[src/rtl/seg_mux_ctrl.sv]
// seg_mux_ctrl: time-multiplexed seven-segment driver with
// frame-synchronous shadow capture, guard interval and LZ blanking.
module seg_mux_ctrl #(
  parameter int NUM_DIGITS   = 4,
  parameter int DIGIT_CYCLES = 100000,
  parameter int GUARD_CYCLES = 1000
) (
  input  logic                    clk,
  input  logic                    rst_n,
  input  logic                    en,
  input  logic [4*NUM_DIGITS-1:0] digits,
  input  logic [NUM_DIGITS-1:0]   dp_in,
  input  logic                    hex_mode,
  input  logic                    blank_lz,
  output logic [NUM_DIGITS-1:0]   an,
  output logic [6:0]              seg,
  output logic                    dp,
  output logic                    frame_tick
);

  localparam int CW = (DIGIT_CYCLES > 1) ? $clog2(DIGIT_CYCLES) : 1;
  localparam int IW = (NUM_DIGITS > 1) ? $clog2(NUM_DIGITS) : 1;
  localparam logic [CW-1:0] CNT_MAX = CW'(DIGIT_CYCLES - 1);
  localparam logic [CW-1:0] GUARD   = CW'(GUARD_CYCLES);
  localparam logic [IW-1:0] IDX_MAX = IW'(NUM_DIGITS - 1);

  logic [CW-1:0]           cnt_q, cnt_d;
  logic [IW-1:0]           idx_q, idx_d;
  logic [4*NUM_DIGITS-1:0] sh_dig_q, sh_dig_d;
  logic [NUM_DIGITS-1:0]   sh_dp_q, sh_dp_d;
  logic                    sh_hex_q, sh_hex_d;
  logic                    sh_lz_q, sh_lz_d;
  logic [NUM_DIGITS-1:0]   an_q, an_d;
  logic [6:0]              seg_q, seg_d;
  logic                    dp_q, dp_d;
  logic                    tick_q, tick_d;

  logic                    cap;
  logic                    guard;
  logic [3:0]              nib;
  logic                    dsel;
  logic                    blank;
  logic                    zero_above;
  logic [NUM_DIGITS-1:0]   sel_n;

  function automatic logic [6:0] decode(input logic [3:0] n,
                                        input logic       hex);
    logic [6:0] s;
    s = 7'h7F;
    case (n)
      4'h0: s = 7'h40;
      4'h1: s = 7'h79;
      4'h2: s = 7'h24;
      4'h3: s = 7'h30;
      4'h4: s = 7'h19;
      4'h5: s = 7'h12;
      4'h6: s = 7'h02;
      4'h7: s = 7'h78;
      4'h8: s = 7'h00;
      4'h9: s = 7'h10;
      4'hA: s = 7'h08;
      4'hB: s = 7'h03;
      4'hC: s = 7'h46;
      4'hD: s = 7'h21;
      4'hE: s = 7'h06;
      4'hF: s = 7'h0E;
    endcase
    if (!hex && n > 4'h9) s = 7'h3F;
    return s;
  endfunction

  assign cap   = (cnt_q == '0) && (idx_q == '0);
  assign guard = (cnt_q < GUARD);

  always_comb begin
    cnt_d = (cnt_q == CNT_MAX) ? '0 : cnt_q + 1'b1;
    idx_d = idx_q;
    if (cnt_q == CNT_MAX)
      idx_d = (idx_q == IDX_MAX) ? '0 : idx_q + 1'b1;
    sh_dig_d = cap ? digits   : sh_dig_q;
    sh_dp_d  = cap ? dp_in    : sh_dp_q;
    sh_hex_d = cap ? hex_mode : sh_hex_q;
    sh_lz_d  = cap ? blank_lz : sh_lz_q;
    tick_d   = cap;
  end

  // Walk from the leftmost digit so zero_above covers i..NUM_DIGITS-1.
  always_comb begin
    nib        = 4'h0;
    dsel       = 1'b0;
    blank      = 1'b0;
    zero_above = 1'b1;
    sel_n      = '1;
    for (int i = NUM_DIGITS - 1; i >= 0; i--) begin
      zero_above = zero_above && (sh_dig_q[4*i +: 4] == 4'h0);
      if (idx_q == IW'(i)) begin
        nib      = sh_dig_q[4*i +: 4];
        dsel     = sh_dp_q[i];
        blank    = sh_lz_q && (i != 0) && zero_above;
        sel_n[i] = 1'b0;
      end
    end
  end

  always_comb begin
    an_d  = '1;
    seg_d = 7'h7F;
    dp_d  = 1'b1;
    if (en && !guard) begin
      if (!blank) begin
        an_d  = sel_n;
        seg_d = decode(nib, sh_hex_q);
        dp_d  = ~dsel;
      end else if (dsel) begin
        an_d = sel_n;
        dp_d = 1'b0;
      end
    end
  end

  always_ff @(posedge clk) begin
    if (!rst_n) begin
      cnt_q    <= '0;
      idx_q    <= '0;
      sh_dig_q <= '0;
      sh_dp_q  <= '0;
      sh_hex_q <= 1'b0;
      sh_lz_q  <= 1'b0;
      an_q     <= '1;
      seg_q    <= 7'h7F;
      dp_q     <= 1'b1;
      tick_q   <= 1'b0;
    end else begin
      cnt_q    <= cnt_d;
      idx_q    <= idx_d;
      sh_dig_q <= sh_dig_d;
      sh_dp_q  <= sh_dp_d;
      sh_hex_q <= sh_hex_d;
      sh_lz_q  <= sh_lz_d;
      an_q     <= an_d;
      seg_q    <= seg_d;
      dp_q     <= dp_d;
      tick_q   <= tick_d;
    end
  end

  assign an         = an_q;
  assign seg        = seg_q;
  assign dp         = dp_q;
  assign frame_tick = tick_q;

endmodule

[config.mk]
export PLATFORM = sky130hd
export DESIGN_NAME = seg_mux_ctrl
export DESIGN_NICKNAME = d
export VERILOG_FILES = /design/src/rtl/seg_mux_ctrl.sv
export SDC_FILE = /design/constraint.sdc
export NUM_CORES = 1
export LEC_CHECK = 0
export ABC_AREA = 1
export CAP_MARGIN = 20
export CORE_MARGIN = 10
export CORE_UTILIZATION = 45
export DETAILED_ROUTE_END_ITERATION = 8
export DONT_BUFFER_PORTS = 1
export HOLD_SLACK_MARGIN = 0.08
export PLACE_DENSITY = 0.68
export SYNTH_ARGS = -nofsm -noshare
export SYNTH_HDL_FRONTEND = slang
export SYNTH_SLANG_ARGS = --single-unit
[constraint.sdc]
create_clock -name clk -period 2 [get_ports clk]
set_input_delay 0.2 -clock clk [delete_from_list [all_inputs] [get_ports clk]]
set_output_delay 0.2 -clock clk [all_outputs]
set_load 0.01 [all_outputs]
==> flow_metrics.py, run 1 <==
metrics = {
    "flow_run": {
        "maxCapViolations": 0,
    },
    "cts": {
        "cts_sinks": 54,
        "clk_latency_ns": 0.31,
        "clkTransAtPathRegs_ns": 0.10,
        "numCtsBuffers": 5,
        "cts_tree": "built",
        "clockBufferDepth": 2,
        "htree_levels": 2,
        "cts_root_buffer": "clkbuf_8",
    },
    "detailed_routing": {
        "firstDrtPassIters": 4,
        "vias": 2638,
        "drc_errors": 0,
        "ant_nets": 0,
        "drt-total-wl_um": 6790,
        "drt-wirelength-per-cell_um": 12.3,
        "drt_iter0_markers": 112,
        "viasPerCell": 4.77,
    },
    "power": {
        "power_density_nw_per_um2": 630,
        "swShare_pct": 30.4,
        "clockPowerShare_pct": 28.1,
        "p_comb_share_pct": 19.6,
        "seqPwrFrac_pct": 52.3,
        "leakagePower_nw": 1.58,
        "switchingPower_mw": 0.686,
        "p_total_mw": 2.26,
        "internal_power_mw": 1.57,
        "ir_drop_mv": 0.325,
    },
    "timing": {
        "rsz0062_at_grt": "true",
        "slew_headroom_pct": 41.3,
        "worst_pin_slew_ns": 0.877,
        "fmax_ghz": 0.520,
        "worst_slack_ns": 0.0773,
        "holdWs_ns": 0.148,
        "timing.final.hold_violations": 0,
        "finalCritPeriodShare_pct": 96.1,
        "drv_slew": 0,
        "clock_skew_ns": 0.00997,
        "final.min_clock_period_ns": 1.92,
        "setup_viol": 0,
    },
    "critical_path": {
        "reg2reg_slack_ns": 0.08,
        "arrival_ns": 2.13,
        "critPathLaunch": "idx_q[0]",
        "r2r_cells": 13,
        "crit_chain": "clkinvlp_4 -> ha_4 -> nor2_4 -> nand3_1 -> nand3_1 -> nand2_2 -> inv_2 -> ha_4 -> nand2_4 -> nand2_4 -> nor2_4 -> nor2_4 -> nand2_1",
        "reg2reg_from": "idx_q[0]",
        "path_common_cell": "nor2_4",
        "slowest_stage": "dfxtp_4",
        "critPathMaxFanout": 6,
        "critical_path_class": "register to register",
        "crit_family": "simple AND/OR/NAND/NOR gates",
        "setup.worst_path.end": "seg[1]",
        "cp-start-kind": "register",
        "worstPathRequired_ns": 2.21,
        "timing.rr.end": "seg[1]",
        "worst_setup_path_end_kind": "register",
        "crit_cells": 13,
        "critPathBufInv": 2,
        "crit_path_max_incr_delay_ns": 0.38,
    },
    "yosys": {
        "yosysTopAreaCell": "dfxtp_1",
        "synthCells": 437,
        "synth-seq-area-share_pct": 36.0,
        "syn_nets": 475,
        "ys_seq_elements": 54,
        "synthXorXnorAreaFrac_pct": 1.17,
        "ys_warn_count": 0,
        "avgSynthCellArea_um2": 6.88,
        "synth_fa_ha_area_share_pct": 5.41,
        "synth_top_family_by_area": "simple AND/OR/NAND/NOR gates",
        "yosysUniqueCellTypes": 33,
        "yosys.area_share.simple_pct": 42.6,
        "synth_compound_area_share_pct": 4.49,
        "yosys-top-cells-area": "dfxtp_1 36%, nand2_1 15%, nor2_1 8.0%, inv_1 7.2%, ha_1 5.4%",
        "synthMuxAreaShare_pct": 0,
        "synth_top_area_share_pct": 36.0,
        "syn-cell-area_um2": 3010,
    },
    "finish": {
        "antenna_cells": 0,
        "post-route-cell-area_um2": 3580,
        "area_delta_synth_final_pct": 19.1,
        "final_nets": 513,
        "drive_gt1_share_pct": 18.1,
    },
    "floorplanning": {
        "ios": 38,
        "start_util_pct": 46.8,
        "rows": 29,
        "die-height_um": 102,
        "coreArea_um2": 6420,
        "die_area_um2": 10400,
        "fp.dieW_um": 102,
    },
    "worst_hold_path": {
        "hp-class": "primary input to register",
    },
    "global_route": {
        "grt_max_degree": 26,
        "grt_use_total_pct": 13.3,
        "grt_overflow": 0,
        "antenna_found_initial": 0,
        "grt_pass1_wl_um": 11400,
        "grt_pass1_vias": 2520,
    },
    "placed_design": {
        "gp_congestion": 0.959,
        "dp_worst_setup_slack_ns": -0.0276,
        "post_dp_cell_area_um2": 3140,
        "port_buffers": 0,
        "detailedPlacementHpwl_um": 4970,
    },
    "outcome": {
        "status": "finished clean",
    },
}
-- worst min-delay path, stage by stage --
cell,delay (ns)
nand2_1,0.10
a21oi_4,0.06
nand2_1,0.07
-- what timing repair did --
action                                  in CTS  in global routing
pin swaps                                    0                  4
gates resized for setup                      3                 13
hold buffers                                23                  0
endpoints found under the setup margin       7                  7
buffers inserted                             0                  5
endpoints found under the hold margin       25                  0
-- stage by stage --
stage / util [%] / cells / TNS, ns
floorplan: - / 437 / 0
global placement: 48.9 / 517 / 0
detailed placement: 48.9 / 517 / -0.0377
CTS: 54.1 / 548 / 0
global route: 55.8 / 553 / -0.274
finish: 55.8 / 553 / 0
-- power by group through the flow --
stage | sequential, mW | clock (mW) | combinational (mW)
4_1_cts | 1.18 | 0.661 | 0.425
3_5_place_dp | 1.20 | 0 | 0.379
2_1_floorplan | 1.19 | 0 | 0.321
3_3_place_gp | 1.20 | 0 | 0.374
6_report | 1.18 | 0.635 | 0.442
5_1_grt | 1.19 | 0.701 | 0.510
-- placed cells by master, fill, tap and decap left out, types with 3 or more instances in the layout --
cell	instances
nor2_4	5
clkbuf_8	5
buf_4	18
o21ai_0	3
nand2_4	5
nor2_2	10
inv_1	54
ha_4	5
nor2_1	63
dlygate4sd3_1	23
nand2_2	7
a21oi_2	6
a21oi_1	10
nand4_1	5
nand2_1	120
nor3_1	7
ha_1	8
nor4_1	4
inv_2	9
nand3_1	29
xor2_1	4
dfxtp_1	53
nand3_2	5
-- how the worst min path moves through the flow --
stage	from	endpoint	cells past startpoint
finish	rst_n	dp	3
detailed placement	rst_n	frame_tick	2
floorplan	digits[0]	sh_dig_q[0]	2
CTS	rst_n	dp	3
global placement	digits[10]	sh_dig_q[10]	2
global route	rst_n	dp	3
-- kinds of logic after synthesis --
kind of cell | count (synthesis)
AOI/OAI and AO/OA | 21
xor gates and xnor gates | 4
adders and majority gates | 13
buffers and inverters | 75
DFF | 54
and+or+nand+nor | 270
-- flip-flops by register name, indices dropped and copies added (netlist names) --
name,count
frame_tick,1
sh_hex_q,1
idx_q,2
sh_lz_q,1
dp,1
sh_dp_q,4
an,4
seg,7
sh_dig_q,16
cnt_q,17
-- cell type report --
class	count	area [um2]
sequential	54	1080
clock buffer	5	68.8
timing repair buffer	41	365
tap	77	96.3
clock inverter	3	25.0
inverter	65	248
fill	594	2840
multi-input combinational	308	1690
-- synth_stat cells --
cell,count
nand3_1,30
a21oi_1,12
dfxtp_1,54
clkbuf_1,3
buf_12,1
nand3_2,4
inv_2,6
inv_1,58
o21ai_0,3
buf_2,5
nand2_4,5
nor3_1,7
nor2_4,5
nand3_4,1
nand3b_1,2
clkinv_1,1
nor3_2,2
and3_1,1
nand4_1,5
nor4_2,1
nand2_2,6
o2111ai_1,1
ha_1,13
a21oi_4,1
xor2_1,4
buf_6,1
nor2_2,9
nor3b_1,2
nand2_1,121
a21oi_2,4
nor2_1,64
nand4_2,1
nor4_1,4
-- metal layers --
metal  up-vias  track usage, %  wire length [um]
met5         -               0                 0
met4         0            3.96                83
met3         9            3.74               290
met2        52            21.5              3080
met1      1158            16.9              3340
li1       1419               -                 -
(Power assumes the default switching activity.)
==> run 2, diff against run 1 <==
ABC_AREA = unset   (was 1)
PLACE_DENSITY = unset   (was 0.68)
==> run 2 against run 1 <==
The flow now finishes with violations (setup timing). Non-clock buffer count grew 12. First-iteration DRC count shrank 12%. Clock skew shrank 0.0014 ns. Routed wire length shrank 9.2%. Sequential power is essentially flat. Critical path type unchanged. Largest power group unchanged. Highest routed layer unchanged.
==> flow_metrics.py, run 2 <==
metrics = {
    "timing": {
        "drv_slew": 0,
        "finalSetupTns_ns": -0.498,
        "holdWs_ns": 0.151,
        "worst_slack_ns": -0.0928,
        "clock_skew_ns": 0.00859,
        "finalCritPeriodShare_pct": 105,
        "setup_viol": 7,
        "worst_pin_slew_ns": 0.586,
        "rsz0062_at_grt": "true",
        "fmax_ghz": 0.478,
        "final.min_clock_period_ns": 2.09,
        "timing.final.hold_violations": 0,
        "slew_headroom_pct": 60.9,
    },
    "power": {
        "switchingPower_mw": 0.569,
        "power_density_nw_per_um2": 646,
        "clockPowerShare_pct": 29.1,
        "p_comb_share_pct": 16.3,
        "swShare_pct": 26.7,
        "seqPwrFrac_pct": 54.6,
        "ir_drop_mv": 0.351,
        "p_total_mw": 2.13,
        "internal_power_mw": 1.56,
        "leakagePower_nw": 1.24,
    },
    "global_route": {
        "grt_pass1_vias": 2176,
        "grt_max_degree": 23,
        "grt_use_total_pct": 14.1,
        "grt_overflow": 0,
        "antenna_found_initial": 0,
        "grt_pass1_wl_um": 10300,
    },
    "floorplanning": {
        "ios": 38,
        "fp.dieW_um": 95.7,
        "rows": 27,
        "die-height_um": 95.7,
        "start_util_pct": 46.5,
        "coreArea_um2": 5540,
        "die_area_um2": 9150,
    },
    "yosys": {
        "yosysTopAreaCell": "dfxtp_1",
        "synthFlopType": "dfxtp_1",
        "async_flop_share_pct": 0,
        "synth-seq-area-share_pct": 41.9,
        "synthCells": 304,
        "yosys-top-cells-area": "dfxtp_1 42%, nand2_1 9.5%, ha_1 6.3%, a21oi_1 5.2%, nor2_1 3.9%",
        "yosysUniqueCellTypes": 44,
        "yosysMostFrequentCell": "nand2_1",
        "avgSynthCellArea_um2": 8.48,
        "syn_nets": 342,
        "ys_warn_count": 0,
        "syn-cell-area_um2": 2580,
        "synth_edf_count": 0,
        "synth_top_area_share_pct": 41.9,
        "ys_seq_elements": 54,
        "synth_commonest_cells": "65 x nand2_1, 54 x dfxtp_1, 27 x a21oi_1, 27 x nor2_1, 14 x inv_1",
    },
    "critical_path": {
        "arrival_ns": 2.32,
        "cp-start-kind": "register",
        "r2r_cells": 10,
        "timing.rr.end": "seg[2]",
        "critPathLaunch": "idx_q[0]",
        "worst_setup_path_end_kind": "register",
        "critPathMaxFanout": 6,
        "reg2reg_from": "idx_q[0]",
        "reg2reg_slack_ns": -0.09,
        "critical_path_class": "register to register",
        "worstPathRequired_ns": 2.22,
        "setup.worst_path.end": "seg[2]",
    },
    "detailed_routing": {
        "drt_iter0_markers": 99,
        "drt-total-wl_um": 6170,
        "drt-wirelength-per-cell_um": 14.6,
        "drc_errors": 0,
        "vias": 2183,
        "viasPerCell": 5.15,
        "ant_nets": 0,
        "firstDrtPassIters": 4,
    },
    "cts": {
        "cts_tree": "built",
        "cts_sinks": 54,
        "cts_root_buffer": "clkbuf_8",
        "clockBufferDepth": 2,
        "numCtsBuffers": 5,
        "clkTransAtPathRegs_ns": 0.09,
        "htree_levels": 2,
        "clk_latency_ns": 0.31,
    },
    "finish": {
        "layout_commonest_cell": "nand2_1",
        "drive_gt1_share_pct": 20.5,
        "antenna_cells": 0,
        "final_cell_mix": "65 x nand2_1, 52 x dfxtp_1, 27 x a21oi_1, 27 x buf_4, 25 x nor2_1",
        "area_delta_synth_final_pct": 27.9,
        "largest-register": "cnt_q",
        "largest_register_ffs": 17,
        "final_nets": 389,
        "stdcell_count": 424,
    },
    "outcome": {
        "violations": "setup timing",
        "status": "finished with violations",
    },
    "placed_design": {
        "port_buffers": 0,
        "gp_congestion": 0.835,
        "dp_worst_setup_slack_ns": -0.150,
        "detailedPlacementHpwl_um": 4360,
        "dp.cells": 390,
    },
    "flow_run": {
        "maxCapViolations": 0,
    },
    "worst_hold_path": {
        "hp-class": "primary input to register",
    },
}
[run 2: changes by cell type after synthesis, sizes merged, moves of 5 or more]
cell	previous run	this run
inv	64	15
xnor2	0	10
nand2	132	65
nand3	35	7
a21oi	17	27
nor2	78	27
nor2b	0	5
[run 2: metrics by stage]
stage	cell area [um2]	util, %
finish	3300	59.5
global route	3300	59.5
CTS	3260	58.8
detailed placement	2890	52.1
global placement	2890	52.1
floorplan	2680	-
[run 2: cell type report]
| class | count | area, um2 |
|---|---|---|
| clock inverters | 1 | 5.00 |
| clock buffers | 7 | 86.3 |
| flip-flops and latches | 54 | 1090 |
| well taps | 72 | 90.1 |
| inverters | 15 | 61.3 |
| repair buffers | 53 | 470 |
| fillers | 520 | 2240 |
| multi-input cells | 222 | 1500 |
[run 2: worst max-delay path, stage by stage (launching register included)]
cell	delay, ns
dfxtp_4	0.39
inv_4	0.05
ha_4	0.18
nor2b_4	0.11
nand2_1	0.06
a221o_2	0.42
ha_4	0.20
nor2_4	0.11
nor2_2	0.05
o311a_4	0.36
o311ai_2	0.09
[run 2: power groups by stage]
stage               Sequential [mW]  Combinational, mW  Clock [mW]
floorplan                      1.17              0.230           0
global placement               1.19              0.282           0
detailed placement             1.19              0.283           0
CTS                            1.16              0.327       0.651
global route                   1.17              0.387       0.676
finish                         1.16              0.348       0.619
[run 2: how the worst min path moves through the flow]
| stage | from | to | slack, ns | depth (start not counted) |
|---|---|---|---|---|
| detailed placement | digits[8] | sh_dig_q[8] | 0.35 | 2 |
| finish | rst_n | an[0] | 0.15 | 3 |
| CTS | rst_n | an[0] | 0.16 | 3 |
| global placement | digits[4] | sh_dig_q[4] | 0.34 | 2 |
| global route | rst_n | cnt_q[0] | 0.18 | 3 |
| floorplan | digits[0] | sh_dig_q[0] | 0.34 | 2 |
[run 2: kinds of logic (layout without fill, tap and decap cells)]
| group | Yosys count | in the layout | share of synthesized area (%) |
|---|---|---|---|
| buffers and inverters | 28 | 76 | 5.49 |
| and+or+nand+nor | 137 | 137 | 25.1 |
| AOI/OAI and AO/OA | 50 | 50 | 13.3 |
| adders and majority gates | 13 | 13 | 6.31 |
| xor gates and xnor gates | 16 | 16 | 5.44 |
| DFF | 54 | 54 | 41.9 |
| muxes | 6 | 6 | 2.43 |
[run 2: routing by layer]
metal | share of wire [%] | up-vias | wire length [um] | global-route usage (%)
met2 | 49 | 43 | 3010 | 23.6
met1 | 44 | 1001 | 2690 | 17.2
met3 | 6.2 | 9 | 384 | 3.53
met4 | 1.5 | 0 | 91 | 4.79
li1 | - | 1130 | - | -
met5 | 0 | - | 0 | 0
[run 2: repair_timing]
item	in CTS	in global routing
hold buffers	22	0
endpoints found under the setup margin	7	7
resized for setup	7	10
cloned	0	1
endpoints found under the hold margin	22	0
pin swaps	10	4
buffers inserted	3	0
